==> src/rtl/i2c_seq_pkg.sv <==
// rtl/i2c_seq_pkg.sv - shared state type, length type and defaults for the I2C register-read sequencer
package i2c_seq_pkg;

  localparam int MAX_BYTES_DEF = 14;
  localparam int TIMEOUT_DEF   = 65535;

  typedef logic [3:0] len_t;

  typedef enum logic [2:0] {
    ST_IDLE     = 3'd0,
    ST_WR_PTR   = 3'd1,
    ST_RD_BYTES = 3'd2,
    ST_WAIT_END = 3'd3,
    ST_ABORT    = 3'd4,
    ST_FIN      = 3'd5
  } seq_state_t;

endpackage

==> src/rtl/i2c_seq_edge.sv <==
// rtl/i2c_seq_edge.sv - rise/fall detector for the byte-level master busy flag
module i2c_seq_edge (
  input  logic clk,
  input  logic reset,
  input  logic busy,
  output logic rise,
  output logic fall
);

  logic busy_q;

  always_ff @(posedge clk) begin
    if (reset) busy_q <= 1'b0;
    else       busy_q <= busy;
  end

  assign rise = busy & ~busy_q;
  assign fall = ~busy & busy_q;

endmodule

==> src/rtl/i2c_reg_seq.sv <==
// rtl/i2c_reg_seq.sv - I2C burst register-read sequencer; watchdog enabled by I2C_REG_SEQ_TIMEOUT_EN
module i2c_reg_seq
  import i2c_seq_pkg::*;
#(
  parameter int MAX_BYTES      = MAX_BYTES_DEF,
  parameter int TIMEOUT_CYCLES = TIMEOUT_DEF
) (
  input  logic       clk,
  input  logic       reset,
  input  logic       start,
  input  logic [6:0] dev_addr,
  input  logic [7:0] reg_addr,
  input  logic [3:0] len,
  output logic       seq_busy,
  output logic       done,
  output logic       err,
  output logic       rd_valid,
  output logic [3:0] rd_index,
  output logic [7:0] rd_data,
  output logic       m_ena,
  output logic [6:0] m_addr,
  output logic       m_rw,
  output logic [7:0] m_data_wr,
  input  logic       m_busy,
  input  logic [7:0] m_data_rd,
  input  logic       m_ack_error
);

  seq_state_t state;
  len_t       len_q;
  len_t       byte_cnt;
  logic [4:0] rise_cnt;
  logic [4:0] rise_num;
  logic [4:0] last_rise;
  logic       busy_rise;
  logic       busy_fall;
  logic       len_ok;
  logic       timed_out;
  logic       active;

  i2c_seq_edge u_edge (
    .clk   (clk),
    .reset (reset),
    .busy  (m_busy),
    .rise  (busy_rise),
    .fall  (busy_fall)
  );

  // rise 1 is the pointer write, rise 2 starts byte 0, rise 1+len starts the last byte
  assign rise_num  = rise_cnt + 5'd1;
  assign last_rise = {1'b0, len_q} + 5'd1;
  assign len_ok    = (len != 4'd0) && (int'(len) <= MAX_BYTES);
  assign active    = (state == ST_WR_PTR) || (state == ST_RD_BYTES) ||
                     (state == ST_WAIT_END) || (state == ST_ABORT);

`ifdef I2C_REG_SEQ_TIMEOUT_EN
  localparam int TW = $clog2(TIMEOUT_CYCLES + 1);
  logic [TW-1:0] to_cnt;

  always_ff @(posedge clk) begin
    if (reset || state == ST_IDLE || busy_rise || busy_fall) to_cnt <= '0;
    else if (!timed_out)                                     to_cnt <= to_cnt + TW'(1);
  end

  assign timed_out = (to_cnt == TW'(TIMEOUT_CYCLES));
`else
  logic unused_timeout;
  assign unused_timeout = ^TIMEOUT_CYCLES;
  assign timed_out      = 1'b0;
`endif

  always_ff @(posedge clk) begin
    if (reset) begin
      state     <= ST_IDLE;
      len_q     <= '0;
      byte_cnt  <= '0;
      rise_cnt  <= '0;
      seq_busy  <= 1'b0;
      done      <= 1'b0;
      err       <= 1'b0;
      rd_valid  <= 1'b0;
      rd_index  <= '0;
      rd_data   <= '0;
      m_ena     <= 1'b0;
      m_addr    <= '0;
      m_rw      <= 1'b0;
      m_data_wr <= '0;
    end else begin
      done     <= 1'b0;
      rd_valid <= 1'b0;
      if (state != ST_IDLE && busy_rise) rise_cnt <= rise_num;

      case (state)
        ST_IDLE: begin
          if (start) begin
            err      <= !len_ok;
            seq_busy <= 1'b1;
            rise_cnt <= '0;
            byte_cnt <= '0;
            rd_index <= '0;
            if (len_ok) begin
              len_q     <= len;
              m_addr    <= dev_addr;
              m_data_wr <= reg_addr;
              m_rw      <= 1'b0;
              m_ena     <= 1'b1;
              state     <= ST_WR_PTR;
            end else begin
              state <= ST_FIN;
            end
          end
        end
        ST_WR_PTR: begin
          if (m_ack_error) begin
            err   <= 1'b1;
            m_ena <= 1'b0;
            state <= ST_ABORT;
          end else if (busy_rise) begin
            m_rw  <= 1'b1;
            state <= ST_RD_BYTES;
          end
        end
        ST_RD_BYTES: begin
          if (m_ack_error) begin
            err   <= 1'b1;
            m_ena <= 1'b0;
            state <= ST_ABORT;
          end else if (busy_rise) begin
            if (rise_num >= 5'd3) begin
              rd_data  <= m_data_rd;
              rd_index <= byte_cnt;
              byte_cnt <= byte_cnt + 4'd1;
              rd_valid <= 1'b1;
            end
            if (rise_num == last_rise) begin
              m_ena <= 1'b0;
              state <= ST_WAIT_END;
            end
          end
        end
        ST_WAIT_END: begin
          if (m_ack_error) begin
            err   <= 1'b1;
            state <= ST_ABORT;
          end else if (busy_fall) begin
            rd_data  <= m_data_rd;
            rd_index <= byte_cnt;
            byte_cnt <= byte_cnt + 4'd1;
            rd_valid <= 1'b1;
            state    <= ST_FIN;
          end
        end
        ST_ABORT: begin
          if (!m_busy) state <= ST_FIN;
        end
        ST_FIN: begin
          done     <= 1'b1;
          seq_busy <= 1'b0;
          state    <= ST_IDLE;
        end
        default: state <= ST_IDLE;
      endcase

      // watchdog bypasses the wait for m_busy so a hung master cannot stall the block
      if (timed_out && active) begin
        err   <= 1'b1;
        m_ena <= 1'b0;
        state <= ST_FIN;
      end
    end
  end

endmodule

==> config.mk <==
export PLATFORM = sky130hd
export DESIGN_NAME = i2c_reg_seq
export DESIGN_NICKNAME = d
export VERILOG_FILES = /design/src/rtl/i2c_seq_pkg.sv /design/src/rtl/i2c_seq_edge.sv /design/src/rtl/i2c_reg_seq.sv
export SDC_FILE = /design/constraint.sdc
export NUM_CORES = 1
export LEC_CHECK = 0
export CORE_ASPECT_RATIO = 1.25
export CORE_UTILIZATION = 51
export DETAILED_ROUTE_END_ITERATION = 12
export HOLD_SLACK_MARGIN = 0.06
export PLACE_DENSITY_LB_ADDON = 0.15
export SLEW_MARGIN = 15
export SYNTH_ARGS = -nofsm -noshare
export SYNTH_HDL_FRONTEND = slang
export SYNTH_SLANG_ARGS = --single-unit
==> constraint.sdc <==
create_clock -name clk -period 4 [get_ports clk]
set_input_delay 0.8 -clock clk [delete_from_list [all_inputs] [get_ports clk]]
set_output_delay 0.8 -clock clk [all_outputs]
set_load 0.03 [all_outputs]
==> impl_results.md, run 1 <==
* Status: complete, no violations
* Syn-to-layout area delta at 31.53%
* Asr flop ratio synth at 0
* PnR worst setup slack at 1034 ps
* Clock Sinks at 50
* Antenna cells at 0
* Worst path max stage delay at 630 ps
* Slowest CP cell: nor3b_4
* Quantity of gates resized following cts at 0
* Clk_lat worst skew at 300 ps
* Worst hold slack at around 460 ps
* ANT nets after route at 0
* Post-route cell area at approximately 3000 um2
* IR drop worst, VDD at 0.3429 mV
* Worst-Margin Slew at about 700 ps
* Vias in the first global route at 1923
* Post-place setup slack at 737.0 ps
* Crit path kind: in -> reg
* Rows at 27
* Main combinational cell family by area after synthesis: simple AND/OR/NAND/NOR gates
* Syn_area_per_cell at roughly 8.4 um2
* Cells after synthesis at approximately 280
* Worst r2r src: rise_cnt[0]
* Vias post-DR at between 2000 and 2500
* Nets at between 300 and 400
* R2r setup slk at 1360 ps
* Leakage at 1.093 nW
* Largest net degree at the start of global routing at 32
* Net Count, Synth at about 310
* Number of antenna violations at the first check in global routing at 0
* Final Setup Violations at 0
* GPL Wtd Cong at 0.8427
* Ports at 65
* Most common cell after layout, fill and taps aside: clkdlybuf4s50_1
* Sequential Area at 1001 um2
* CP Max Fanout at 12
* Post-CTS setup buffers at 0
* FF-to-FF path depth at 7
* Most frequent cells in the layout: clkdlybuf4s50_1 (64), nand2_1 (50), dfxtp_1 (50), a21oi_1 (32), nor2_1 (24)
* Worst setup path endpoint: byte_cnt[3]
* GRT overflow at 0
* Mean routed wirelength per cell at roughly 13 um
* Gr usage total at 0.2200
* Seq/Total Area, Yosys at 0.4320
* Post-synth EDFFs at 0
* H-tree levels at 2
* Min Tclk post-route at 2966 ps
* Setup crit end kind: register
* Fill count at 373
* CTS Buf Count at 5
* Setup TNS at 0 ps
* Area after DPL at between 2000 and 3000 um2
* DIE HEIGHT at 77.36 um
* Synth Register Bits at 50
* Pwr dens at 513.1 nW/um2
* Max-cap viol count at 0
* CP startpoint kind: primary input
* Post-synth cell types at 47
* Setup Skew at 5.079 ps
* Die ar. at 4819 um2
* Initial Utilization at 0.5276
* Hold Buf Count CTS at 0
* Worst Path Required at 4200 ps
* Final Hold Fails at 0
* Ranking of synthesized cells by area: dfxtp_1 (43%), nand2_1 (8.1%), a21oi_1 (6.9%)
* IO buf count at 64
* Max Buffers Root-to-Sink at 2
* Synth Area in Adders at 0.02160
* Worst path arrival time at 3170 ps
* First drt pass iteration count at 4
* Clock Tree Root: clkbuf_8
* Cell taking the most area after synthesis: dfxtp_1
* CP Cell Sequence: clkdlybuf4s50_1 > nand2b_2 > o221a_1 > a41o_1 > nor3b_4 > a41oi_1 > a311oi_1
* Post-Route WL at 5046 um
* Crit path from: m_busy
* Ys flop type: dfxtp_1
* Post-synthesis simple-gate area fraction at 0.2414
* Post-Syn Area at 2317 um2
* Synth Area in XOR/XNOR at 0.04158
* Die X at 62.29 um
* DR iter-0 viols at 120
* RR Endpoint: byte_cnt[3]
* Mux cell area share after synthesis at 0.03888
* Hold Crit Class: reg -> reg
* CTS clk-pin slew, worst paths at 90 ps
* Share of the clock period used by the worst path at 0.7415
* Max-slew headroom at 0.5206
* RSZ-0062 raised after global routing: false
* Area fraction of the dominant cell type after synthesis at 0.4320
* Slew Viols, Final at 0
* DRC at 0
* Yosys warns at 0
* Hold path startpoint: m_addr[6]
* DP Wirelength at 3556 um
* Multi-input gate area at around 1200 um2
* Layout cell share with drive strength beyond 1 at 0.04805
* Total design power at 0.001564 W
* Via density at 5.266
* CTS tree: built
* Max frequency at roughly 0.34 GHz
* Compound-Gate Fraction of Synth Area at 0.1722
* First-pass GRT wire length at between 8000 and 9000 um
* CORE AREA at 4392 um2
[layout make-up]
| class | instances | area share |
|---|---|---|
| Tap cell | 58 | 0.02381 |
| Multi-Input combinational cell | 203 | 0.3941 |
| Inverter | 6 | 0.007389 |
| Sequential cell | 50 | 0.3284 |
| Clock buffer | 7 | 0.02833 |
| Timing Repair Buffer | 66 | 0.2151 |
| Clock inverter | 1 | 0.002874 |
[power by group]
group | switching, W | internal [W]
clock network | 0.000161 | 0.000143
logic | 0.000339 | 0.000259
registers | 0.0000910 | 0.000570
total | 0.000592 | 0.000972
[logic make-up after synthesis]
| group | after synthesis |
|---|---|
| compound gates | 60 |
| fa+ha+maj | 4 |
| buf+inv | 24 |
| flops | 50 |
| xor+xnor | 11 |
| simple gates | 119 |
| mux | 9 |
[flip-flops by register name, summed over array words and instances (netlist names)]
signal         cells
state              3
m_ena              1
seq_busy           1
byte_cnt           4
len_q              4
err                1
done               1
rise_cnt           5
rd_index           4
rd_data            8
m_rw               1
m_addr             7
rd_valid           1
u_edge.busy_q      1
m_data_wr          8
[layer usage]
| layer | wire, um | global-route usage | part of all wire | vias up |
|---|---|---|---|---|
| li1 | - | - | - | 1065 |
| met1 | 2215 | 0.2623 | 0.44 | 931 |
| met2 | 2517 | 0.3758 | 0.50 | 55 |
| met3 | 223 | 0.05147 | 0.044 | 8 |
| met4 | 89 | 0.09535 | 0.018 | 0 |
| met5 | 0 | 0 | 0 | - |
[worst min-delay path by stage]
stage	slack (ps)	to	cells after the start
2_1_floorplan	450	byte_cnt[3]	1
3_3_place_gp	440	m_data_wr[3]	2
3_5_place_dp	450	m_addr[6]	2
4_1_cts	460	m_addr[6]	2
5_1_grt	490	m_addr[1]	2
6_report	460	m_addr[6]	2
[critical path, delay by kind of cell]
kind | cells | cell delay [ps]
AOI/OAI and AO/OA | 4 | 1000
and+or+nand+nor | 2 | 770
buffers and inverters | 1 | 600
[Yosys cell counts, drive strengths merged (2+ instances only)]
library cell and count:
nand3 10, a21oi 33, mux2i 9, buf 6
o32ai 2, or4 2, xor2 7, ha 4
a311oi 2, nand2 50, o22ai 3, a211oi 3
nor3b 3, nor2b 3, clkbuf 12, o21ai 3
inv 6, nor3 8, nand2b 13, xnor2 4
dfxtp 50, nor2 24, nor4 2, nand4 2
[metrics by stage]
step / util / instances
after floorplan: - / 277
after global placement: 0.6724 / 383
after detailed placement: 0.6724 / 383
after CTS: 0.6940 / 391
after global routing: 0.6940 / 391
final: 0.6940 / 391
Power figures use the tool's default switching activity.
==> inputs of run 2 (changes only) <==
CORE_UTILIZATION = 43   (was 51)
clock period = 2.7 ns   (was 4 ns; I/O delays follow)
==> impl_results.md, run 2 (synthesized netlist as in run 1, its figures left out) <==
* Status: complete, no violations
* GPL Wtd Cong at 0.7976
* DP Wirelength at 3759 um
* Area after DPL at 3018 um2
* IR drop worst, VDD at 0.4382 mV
* Clock Tree Root: clkbuf_8
* Ports at 65
* Post-Route WL at 5321 um
* Slew Viols, Final at 0
* CTS tree: built
* Rows at 29
* Max Buffers Root-to-Sink at 2
* CTS Buf Count at 5
* Most common cell after layout, fill and taps aside: clkdlybuf4s50_1
* Number of antenna violations at the first check in global routing at 0
* Worst path arrival time at around 2500 ps
* IO buf count at 64
* Worst hold slack at about 460 ps
* ANT nets after route at 0
* RSZ-0062 raised after global routing: false
* Hold Crit Class: reg -> reg
* Max-slew headroom at 0.5479
* Post-CTS setup buffers at 0
* CP Max Fanout at 9
* GRT overflow at 0
* CTS clk-pin slew, worst paths at 90 ps
* Syn-to-layout area delta at 34.34%
* Worst Path Required at around 2900 ps
* Mean routed wirelength per cell at between 10 and 15 um
* Hold Buf Count CTS at 0
* Via density at 5.201
* Setup TNS at 0 ps
* Pwr dens at 756.0 nW/um2
* Biggest regs: m_data_wr: 8 flops, rd_data: 8 flops, m_addr: 7 flops
* DIE HEIGHT at 84.08 um
* H-tree levels at 2
* Antenna cells at 0
* Min Tclk post-route at around 2300 ps
* Quantity of gates resized following cts at 0
* Vias post-DR at 2096
* First drt pass iteration count at 4
* Placed cell count at 395
* Gr usage total at 0.2038
* Nets at approximately 380
* Total design power at 0.002353 W
* Max-cap viol count at 0
* Initial Utilization at 0.4529
* First-pass GRT wire length at ~9000 um
* Leakage at 1.131 nW
* Slowest CP cell: dfxtp_1
* DR iter-0 viols at 74
* Worst-Margin Slew at 672.4 ps
* Die ar. at 5689 um2
* Setup crit end kind: register
* CP startpoint kind: register
* Final Setup Violations at 0
* Share of the clock period used by the worst path at 0.8398
* Most frequent cells in the layout: clkdlybuf4s50_1 (64), nand2_1 (50), dfxtp_1 (50), a21oi_1 (32), nor2_1 (24)
* Clk_lat worst skew at 300 ps
* Max frequency at 0.4410 GHz
* Clock Sinks at 50
* Layout cell share with drive strength beyond 1 at 0.07331
* Fill count at 470
* CP Cell Sequence: ha_1 > xor2_1 > nor3_1 > a41o_1 > nor3b_4 > buf_4 > mux2i_1 > nor2_1
* Setup Skew at ~11 ps
* Largest net degree at the start of global routing at 32
* Die X at 67.66 um
* Crit path kind: reg -> reg
* Final Non-Filler Cells at 403
* Worst path max stage delay at 470 ps
* DRC at 0
* Final Hold Fails at 0
* CORE AREA at around 5100 um2
* Vias in the first global route at 1971
* Post-route cell area at approximately 3100 um2
## run 2: changes by cell type in the layout (fill, tap and decap cells not counted)
| cell | before | now |
|---|---|---|
| buf_4 | 2 | 10 |
| clkbuf_1 | 1 | 0 |
| clkinv_2 | 0 | 1 |
| clkinvlp_4 | 0 | 1 |
| inv_6 | 1 | 0 |
## run 2: critical path: cells and delay by family, from the launching register on
| kind | cells | cell delay, ps |
|---|---|---|
| AO/OA/AOI/OAI | 1 | 320 |
| XOR/XNOR | 1 | 270 |
| adder cells (fa/ha/maj) | 1 | 330 |
| buffers and inverters | 1 | 230 |
| flip-flops | 1 | 470 |
| multiplexers | 1 | 200 |
| AND/OR/NAND/NOR | 3 | 340 |
## run 2: layout make-up
class	count	area [um2]	share of cell area
clock buffers	6	82.58	0.02653
clock inverters	2	12.51	0.004019
inverters	6	22.52	0.007235
multi-input cells	203	1201	0.3859
flip-flops and latches	50	1001	0.3215
well taps	62	77.57	0.02492
repair buffers	74	715.7	0.2299
## run 2: per-stage QoR
stage / setup WS, ps / utilization
finish: 432.4 / 0.6085
global route: 186.2 / 0.6085
CTS: 411.4 / 0.6085
detailed placement: 231.7 / 0.5899
global placement: 266.8 / 0.5899
floorplan: 701.6 / -
## run 2: power breakdown
part | total (W) | switching [W] | leakage [nW] | internal [W]
sequential | 0.000981 | 0.000137 | 0.407 | 0.000844
combinational | 0.000920 | 0.000511 | 0.677 | 0.000409
clock | 0.000453 | 0.000246 | 0.0472 | 0.000206
## run 2: final timing paths
kind | start | end | slack [ps] | depth (start not counted)
worst min-delay path | m_data_wr[6] | m_data_wr[6] | 460 | 2
worst max register to register | rise_cnt[0] | rd_data[2] | 430 | 8
worst min register to register | m_data_wr[6] | m_data_wr[6] | 460 | 2
worst max-delay path | rise_cnt[0] | rd_data[2] | 430 | 8
## run 2: metal layers
metal / track usage / vias to the layer above / share of wire
li1: - / 1085 / -
met1: 0.2481 / 983 / 0.43
met2: 0.3483 / 24 / 0.54
met3: 0.03689 / 4 / 0.028
met4: 0.06576 / 0 / 0.0090
met5: 0 / - / 0
==> inputs of run 3 (changes only) <==
clock period = 2.05 ns   (was 2.7 ns; I/O delays follow)
==> impl_results.md, run 3 (synthesized netlist as in run 1, its figures left out) <==
* Status: complete, no violations
* Ports at 65
* Fill count at 441
* Largest net degree at the start of global routing at 33
* First drt pass iteration count at 5
* H-tree levels at 2
* First-pass GRT wire length at around 9100 um
* Clock Tree Root: clkbuf_8
* CP Max Fanout at 9
* Setup crit end kind: register
* Max-slew headroom at 0.6430
* DR iter-0 viols at 66
* Setup Skew at 4.847 ps
* Final Non-Filler Cells at ~420
* NetSw at 0.001214 W
* Seq pwr share at 0.367
* Crit path kind: reg -> reg
* Nets at 394
* Hold Crit Class: reg -> reg
* Most common cell after layout, fill and taps aside: clkdlybuf4s50_1
* Leakage at approximately 1.3 nW
* Rows at 29
* Syn-to-layout area delta at 44.87%
* CTS clk-pin slew, worst paths at 90 ps
* Share of the clock period used by the worst path at 0.9676
* GRT overflow at 0
* Slew Viols, Final at 0
* Sw frac at 0.3619
* Clock power frac at 0.202
* ANT nets after route at 0
* GPL Wtd Cong at a little over 0.9
* Layout cell share with drive strength beyond 1 at 0.1393
* Most frequent cells in the layout: clkdlybuf4s50_1 (63), nand2_1 (50), dfxtp_1 (47), a21oi_1 (32)
* Max frequency at 0.5041 GHz
* Comb power frac at 0.431
* Final Setup Violations at 0
* Placed cell count at 411
* Hold Buf Count CTS at 0
* Pwr dens at approximately 1000 nW/um2
* Gr usage total at 0.2044
* Number of antenna violations at the first check in global routing at 0
* CTS tree: built
* DRC at 0
* Die ar. at 5689 um2
* Worst path arrival time at between 2000 and 2500 ps
* Max Buffers Root-to-Sink at 2
* DIE HEIGHT at 84.08 um
* Via density at 5.235
* Initial Utilization at 0.4529
* Mean routed wirelength per cell at 13.24 um
* CTS Buf Count at 5
* CORE AREA at between 5000 and 6000 um2
* Vias in the first global route at 2056
* Worst Path Required at about 2300 ps
* Min Tclk post-route at between 1500 and 2000 ps
* Max-cap viol count at 0
* Setup TNS at 0 ps
* Die X at between 60 and 70 um
* DP Wirelength at 3987 um
* Internal power at between 0.002 and 0.0025 W
* Clk_lat worst skew at roughly 300 ps
* IR drop worst, VDD at 0.4415 mV
* Post-Route WL at 5574 um
* Worst-Margin Slew at between 500 and 600 ps
* Biggest regs: m_data_wr: 8 flops, rd_data: 8 flops, m_addr: 7 flops
* Vias post-DR at 2204
* Antenna cells at 0
* CP startpoint kind: register
* IO buf count at 64
* Clock Sinks at 50
* Final Hold Fails at 0
-- run 3: cell count changes in the layout (fill, tap and decap cells not counted), sizes merged --
cell / change
buf: +18
bufinv: +1
clkbuf: +1
clkdlybuf4s50: -1
clkinv: -1
clkinvlp: -1
dlymetal6s2s: +1
-- run 3: through the flow --
step | power, W | cell area, um2 | hold slack [ps] | setup WS [ps] | util
4_1_cts | 0.003333 | 3288 | 459.6 | 16.53 | 0.6427
3_5_place_dp | 0.002640 | 3163 | 447.0 | -293.5 | 0.6182
6_report | 0.003355 | 3357 | 458.6 | 66.36 | 0.6562
2_1_floorplan | 0.002120 | 2317 | 450.3 | 51.57 | -
3_3_place_gp | 0.002630 | 3163 | 440.9 | -236.3 | 0.6182
5_1_grt | 0.003567 | 3357 | 475.1 | -31.02 | 0.6562
-- run 3: critical path: stages, from the launching register on --
cell	delay (ps)
dfxtp_4	400
ha_4	170
nand3_1	120
xor2_1	210
a41o_1	300
nor3b_4	230
buf_6	190
mux2i_1	200
nor2_1	60
-- run 3: power by group through the flow --
stage                     sequential, W  combinational [W]  clock, W
after floorplan                 0.00140           0.000718         0
after global placement          0.00124            0.00139         0
after detailed placement        0.00124            0.00140         0
after CTS                       0.00122            0.00141  0.000696
after global routing            0.00125            0.00157  0.000744
final                           0.00123            0.00144  0.000678
-- run 3: layer usage --
metal,track usage,part of all wire,up-vias
met5,0,0,-
met4,0.05803,0.014,0
met3,0.04235,0.031,7
met2,0.3546,0.53,36
met1,0.2441,0.43,1045
li1,-,-,1116
-- run 3: path summary, 6_finish.rpt --
path                                   from          to  slack, ps  depth (start not counted)
worst max-delay path            rise_cnt[1]  rd_data[5]         70                          8
worst min-delay path              m_addr[1]   m_addr[1]        460                          2
worst max register to register  rise_cnt[1]  rd_data[5]         70                          8
worst min register to register    m_addr[1]   m_addr[1]        460                          2
-- run 3: cell type report --
class | count | area (um2) | area share
tap | 62 | 77.57 | 0.02311
sequential | 50 | 1010 | 0.3008
inverter | 6 | 22.52 | 0.006709
clock buffer | 7 | 76.32 | 0.02274
clock inverter | 1 | 30.03 | 0.008945
multi-input combinational | 203 | 1255 | 0.3738
timing repair buffer | 92 | 885.9 | 0.2639
-- run 3: timing repair --
action	in CTS	in global routing
setup endpoints to repair	9	11
gates cloned	0	0
pin swaps	0	4
gates resized for setup	5	11
endpoints found under the hold margin	0	0
setup buffers	0	2
